$ cat src/rtl/img_fifo_unpack.sv
// Unpacks header-framed image payload from a first-word-fall-through FIFO onto an
// AXI4-Stream master: hunts a magic header, then streams FRAME_WORDS beats with tuser/tlast.
module img_fifo_unpack #(
  parameter int          FRAME_WORDS = 65536,
  parameter logic [15:0] HDR_MAGIC   = 16'hA5C3
) (
  input  logic        clk,
  input  logic        rst,
  input  logic        enable,
  input  logic [31:0] fifo_rddata,
  input  logic        fifo_empty,
  output logic        fifo_rden,
  output logic [31:0] m_axis_tdata,
  output logic        m_axis_tvalid,
  input  logic        m_axis_tready,
  output logic        m_axis_tlast,
  output logic        m_axis_tuser,
  output logic [1:0]  frame_type_o,
  output logic        frame_done,
  output logic        hdr_err
);

  localparam int            CW       = $clog2(FRAME_WORDS);
  localparam logic [CW-1:0] LAST_IDX = CW'(FRAME_WORDS - 1);

  typedef enum logic [1:0] {IDLE, HDR, DATA} state_t;

  state_t        state, state_nxt;
  logic [CW-1:0] count;
  logic          tail;       // last payload word of the frame already popped
  logic          hdr_pop;
  logic          hdr_match;
  logic          data_pop;
  logic          accept;

  assign hdr_match = (fifo_rddata[31:16] == HDR_MAGIC);
  assign accept    = m_axis_tvalid && m_axis_tready;

  // NOTE: every signal driven here gets a default first, so no path can infer a latch.
  always_comb begin
    state_nxt  = state;
    hdr_pop    = 1'b0;
    data_pop   = 1'b0;
    frame_done = 1'b0;
    case (state)
      IDLE: if (enable) state_nxt = HDR;
      HDR: begin
        if (!fifo_empty) begin
          hdr_pop = 1'b1;
          if (hdr_match) state_nxt = DATA;
        end
      end
      DATA: begin
        data_pop = !fifo_empty && !tail && (!m_axis_tvalid || m_axis_tready);
        if (accept && m_axis_tlast) begin
          frame_done = 1'b1;
          state_nxt  = IDLE;
        end
      end
      default: state_nxt = IDLE;
    endcase
    // Combinational outputs are forced quiet during reset so the FIFO is never drained.
    if (rst) begin
      hdr_pop    = 1'b0;
      data_pop   = 1'b0;
      frame_done = 1'b0;
    end
    fifo_rden = hdr_pop || data_pop;
  end

  // NOTE: sequential state uses non-blocking assignments so every flop samples pre-edge values.
  always_ff @(posedge clk) begin
    if (rst) state <= IDLE;
    else     state <= state_nxt;
  end

  // NOTE: reset is synchronous; every datapath register is cleared so outputs read 0 in reset.
  always_ff @(posedge clk) begin
    if (rst) begin
      count         <= '0;
      tail          <= 1'b0;
      m_axis_tdata  <= '0;
      m_axis_tvalid <= 1'b0;
      m_axis_tuser  <= 1'b0;
      m_axis_tlast  <= 1'b0;
      frame_type_o  <= '0;
      hdr_err       <= 1'b0;
    end else begin
      hdr_err <= hdr_pop && !hdr_match;
      if (hdr_pop && hdr_match) begin
        frame_type_o <= fifo_rddata[1:0];
        count        <= '0;
        tail         <= 1'b0;
      end
      if (data_pop) begin
        m_axis_tdata  <= fifo_rddata;
        m_axis_tvalid <= 1'b1;
        m_axis_tuser  <= (count == '0);
        m_axis_tlast  <= (count == LAST_IDX);
        // Counter parks on the last index instead of wrapping; tail blocks further pops.
        if (count == LAST_IDX) tail  <= 1'b1;
        else                   count <= count + CW'(1);
      end else if (accept) begin
        m_axis_tvalid <= 1'b0;
      end
    end
  end

endmodule

$ cat config.mk
export PLATFORM = sky130hd
export DESIGN_NAME = img_fifo_unpack
export DESIGN_NICKNAME = d
export VERILOG_FILES = /design/src/rtl/img_fifo_unpack.sv
export SDC_FILE = /design/constraint.sdc
export NUM_CORES = 1
export LEC_CHECK = 0
export BUFFER_PORTS_ARGS = -buffer_cell sky130_fd_sc_hd__buf_2
export CORE_MARGIN = 4
export CORE_UTILIZATION = 45
export DETAILED_ROUTE_END_ITERATION = 16
export PLACE_DENSITY = 0.75
export SLEW_MARGIN = 15
export SYNTH_ARGS = -nofsm -noshare
export SYNTH_HDL_FRONTEND = slang
export SYNTH_SLANG_ARGS = --single-unit
$ cat constraint.sdc
create_clock -name clk -period 2.5 [get_ports clk]
set_input_delay 0.375 -clock clk [delete_from_list [all_inputs] [get_ports clk]]
set_output_delay 0.375 -clock clk [all_outputs]
set_load 0.01 [all_outputs]
* After elaboration in Yosys (flattened, before gate mapping)
Index checks and enable logic that the tools add are counted.
** Word-level totals
- Logic and storage cells :: 55
- Register bits :: 57
- Output and inout bits :: 40
** Cells by class
- Equal/unequal tests :: 8
- Muxes and demuxes :: 21
- $add $sub $neg :: 1
- Reduce and logical (&&, ||, !) cells :: 16
** Operators by type and width (number)
- $mux W16 :: 3
- $eq A16 B16 Y1 const B :: 2
- $add A16 B1 Y16 const B :: 1
- $logic_not A16 Y1 :: 1
- $mux W1 :: 13
- $mux W2 :: 4
- $ne A2 B2 Y1 const B :: 4
- $logic_and A1 B1 Y1 :: 6
- $pmux W2 S3 :: 1
- $logic_not A1 Y1 :: 4
- $reduce_and A4 Y1 :: 1
- $eq A2 B1 Y1 const B :: 1
- $eq A2 B2 Y1 const B :: 1
- $logic_not A2 Y1 :: 1
- $logic_or A1 B1 Y1 :: 2
- $reduce_bool A2 Y1 :: 1

* Logic depth before layout (Yosys ltp)
- Depth after elaboration :: 7
- Depth in mapped cells :: 7

* Worst setup path before layout
OpenSTA, ideal clock, no wires.
- Path kind :: input -> register
- Start :: input rst
- End :: register count[9]
- Stages :: 7
- Setup slack :: 0.315 ns
- Arrival time :: 2.111 ns
- Path buffers :: 2
- Setup time :: 0.074 ns
- Required time :: 2.426 ns
- Path through :: or3b_1 > or4_1 > clkbuf_1 > a21o_1 > buf_6 > or3_1 > a31oi_1
** On the way
- Word-level cells in the longest chain between the ends :: 5
- Elaborated cells on any way between the ends :: 6
- Classes of those cells :: mux (5); reduce/logical (1)
** RTL lines
- start, declared :: line 8 : input logic rst,
- $mux W1 :: line 63 : if (rst) begin
- $logic_and A1 B1 Y1 :: line 90 : if (hdr_pop && hdr_match) begin
- $mux W16 :: line 90
- $mux W16 :: line 101 : if (count == LAST_IDX) tail <= 1'b1;
- $mux W16 :: line 95 : if (data_pop) begin
- end signal, assigned :: line 102 : else count <= count + CW'(1);
- end, declared :: line 29 : logic [CW-1:0] count;
Several ways; a longest one is shown, not always the timed one.
A chain may end at the register's enable or synchronous reset.

* Worst setup path after layout
- Start :: register state[1]
- End :: output fifo_rden
** On the way
- Word-level cells in the longest chain between the ends :: 4
- Elaborated cells on any way between the ends :: 7
- Classes of those cells :: eq/ne (2); mux (4); reduce/logical (1)
** RTL lines
- start, declared :: line 28 : state_t state, state_nxt;
- start signal, assigned :: line 74 : else state <= state_nxt;
- $eq A2 B1 Y1 / $eq A2 B2 Y1 (equally long branches) :: line 45 : case (state)
- $mux W1 :: line 45
- $mux W1 :: line 63
- $logic_or A1 B1 Y1 (*) :: line 68 : fifo_rden = hdr_pop || data_pop;
- end, declared :: line 12 : output logic fifo_rden,
Mark *: on every way between the ends. The rest lies on a longest branch, timed or not.

==> impl_metrics.env <==
export IMPL_outcome="finished clean"
export IMPL_hpwl_um=4270
export IMPL_synth_most_common_cell="nand2_1"
export IMPL_whs_endpoint="m_axis_tdata[10]$_SDFFE_PP0P_"
export IMPL_die_area_um2=6570
export IMPL_hold_path_class="input port to flip-flop"
export IMPL_core_um2=5140
export IMPL_area_growth_pct=27.3
export IMPL_synth_distinct_cells=37
export IMPL_setup_viol=0
export IMPL_worstSetupPathType="flip-flop to output port"
export IMPL_first_pass_iters=4
export IMPL_timing_final_crit_share_pct=97.1
export IMPL_viasPerCell=5.31
export IMPL_die_h_um=81.1
export IMPL_power_density_nw_per_um2=594
export IMPL_synth_seq_cells=57
export IMPL_max_freq_ghz=0.412
export IMPL_grt_overflow_total=0
export IMPL_r2r_end="count[9]$_SDFF_PP0_"
export IMPL_synth_fp_nets=339
export IMPL_reg2reg_depth=5
export IMPL_slew_headroom_pct=62.2
export IMPL_cts_inserted_buffers=9
export IMPL_r2r_slack_ps=280
export IMPL_synth_edf_count=0
export IMPL_worst_pin_slew_ps=562
export IMPL_required_ps=2120
export IMPL_io_pins=77
export IMPL_finalHoldViolations=0
export IMPL_first_iter_violations=185
export IMPL_ir_worst_vdd_mv=0.427
export IMPL_cts_tree="done"
export IMPL_syn_avg_cell_area_um2=8.01
export IMPL_antenna_left=0
export IMPL_clk_pin_slew_ps=70
export IMPL_timing_rr_start="state[1]$_SDFFE_PP0P_"
export IMPL_fin_worst_skew_ps=9.28
export IMPL_startpoint_type="flip-flop"
export IMPL_drive_above_1_share_pct=26.9
export IMPL_fp_dieW_um=81.1
export IMPL_clockBufferDepth=2
export IMPL_critPathMaxFanout=30
export IMPL_seq_area_frac_synth_pct=47.5
export IMPL_synth_top_area_share_pct=47.5
export IMPL_holdPathStages=3
export IMPL_synth_area_um2=2400
export IMPL_grt_util_all_layers_pct=19.8
export IMPL_antenna_found_initial=0
export IMPL_grt_pass1_wl_um=10100
export IMPL_min_period_ps=2430
export IMPL_cts_sinks=57
export IMPL_synth_warnings=0
export IMPL_clock_latency_ps=330
export IMPL_p_leak_nw=1.21
export IMPL_fill_cells=501
export IMPL_antenna_cells=0
export IMPL_setup_worst_path_end_class="output port"
export IMPL_gp_congestion=0.871
export IMPL_htree_levels=3
export IMPL_grt_pass1_vias=2254
export IMPL_synthCells=300
export IMPL_num_vias=2383
export IMPL_rsz0062_at_grt="no"
export IMPL_cts_setup_buffers=0
export IMPL_synth_commonest_cells="nand2_1 (76), dfxtp_1 (57), a21oi_1 (43), clkbuf_1 (19), nand3_1 (16)"
export IMPL_fin_cells=449
export IMPL_fin_nets=413
export IMPL_port_buffers=76
export IMPL_rows=26
export IMPL_placed_cells=433
export IMPL_cap_viol_max_count=0
export IMPL_synth_top_cells_by_area="dfxtp_1 (48%), nand2_1 (12%), a21oi_1 (9.0%)"
export IMPL_yosys_most_used_dff="dfxtp_1"
export IMPL_power_total_mw=1.82
export IMPL_ctsResizeCount=2
export IMPL_start_util_pct=46.7
export IMPL_wl_per_cell_um=13.8
export IMPL_hold_buffers=0
export IMPL_drv_slew=0
export IMPL_wirelength_um=6190
export IMPL_cts_root_buf="clkbuf_8"
export IMPL_drc_errors=0
export IMPL_tns_ps=0
export IMPL_worst_ep_arrival_time_ps=2050
export IMPL_min_from="fifo_rddata[10]"
export IMPL_synth_top_area_cell="dfxtp_1"
export IMPL_grt_max_degree=57
export IMPL_synth_async_sr_flop_share_pct=0
[cell usage in the layout (no fill, tap or decap), types with 3 or more instances in the layout]
cell      instances
xnor2_1           5
o32ai_1           4
a211oi_1          4
nor4_1            4
buf_4             7
nor2_1           12
nand3_1          16
clkbuf_8         10
inv_1             7
dfxtp_1          57
nand4_1           8
or3_1             3
o21ai_0           4
nand2_1          76
a31oi_1           3
buf_2            76
a21oi_1          43
xor2_1            4
[per-layer routing]
metal | GRT usage (%) | vias to the layer above | routed length, um
met1 | 25.2 | 1086 | 2730
met2 | 29.6 | 91 | 2860
li1 | - | 1195 | -
met3 | 7.54 | 11 | 520
met5 | 0 | - | 0
met4 | 8.78 | 0 | 89
[worst max-delay path: stages (launching register included)]
cell and delay (ps):
dfxtp_1 370, or3b_4 420, or4_4 530, buf_6 210, nand2_1 70, buf_2 120
[per-stage QoR]
step           cell area [um2]  hold slack (ps)  setup slack (ps)  utilization [%]
6_report                  3060              275              71.4             59.5
5_1_grt                   3060              275              4.62             59.5
4_1_cts                   3060              265              33.9             59.4
3_5_place_dp              2850              443               126             55.5
3_3_place_gp              2850              438               181             55.5
2_1_floorplan             2400              456               315                -
[area by class of cell]
class | count | area, um2 | share of cell area [%]
Clock buffer | 11 | 141 | 4.62
Clock inverter | 5 | 55.1 | 1.80
Inverter | 7 | 26.3 | 0.859
Multi-Input combinational cell | 215 | 1160 | 38.0
Sequential cell | 57 | 1140 | 37.3
Tap cell | 70 | 87.6 | 2.86
Timing Repair Buffer | 84 | 444 | 14.5
[sequential cells by signal, summed over array words and instances (netlist names)]
signal and cells:
m_axis_tdata 32, count 16, frame_type_o 2, state 2
hdr_err 1, m_axis_tlast 1, m_axis_tuser 1, m_axis_tvalid 1
tail 1
[power breakdown]
| part | switching (mW) | internal [mW] | total (mW) |
|---|---|---|---|
| sequential | 0.00122 | 0.910 | 0.911 |
| combinational | 0.0303 | 0.0261 | 0.0564 |
| clock | 0.367 | 0.484 | 0.850 |
| total | 0.398 | 1.42 | 1.82 |
[how the worst max path moves through the flow]
stage                           from                    to  slack [ps]  cells after the start
4_1_cts        state[1]$_SDFFE_PP0P_             fifo_rden          30                      5
2_1_floorplan                    rst   count[9]$_SDFF_PP0_         310                      7
6_report       state[1]$_SDFFE_PP0P_             fifo_rden          70                      5
3_3_place_gp         fifo_rddata[18]  count[12]$_SDFF_PP0_         180                      8
5_1_grt        state[1]$_SDFFE_PP0P_             fifo_rden           5                      5
3_5_place_dp                     rst   count[9]$_SDFF_PP0_         130                      6
[cells by family after synthesis]
group / after synthesis / synth area share [%]
buffers and inverters: 28 / 4.74
multiplexers: 2 / 0.833
flip-flops: 57 / 47.5
AND/OR/NAND/NOR: 137 / 26.9
AO/OA/AOI/OAI: 65 / 15.7
adder cells (fa/ha/maj): 2 / 1.04
XOR/XNOR: 9 / 3.28
(Power assumes the default switching activity.)
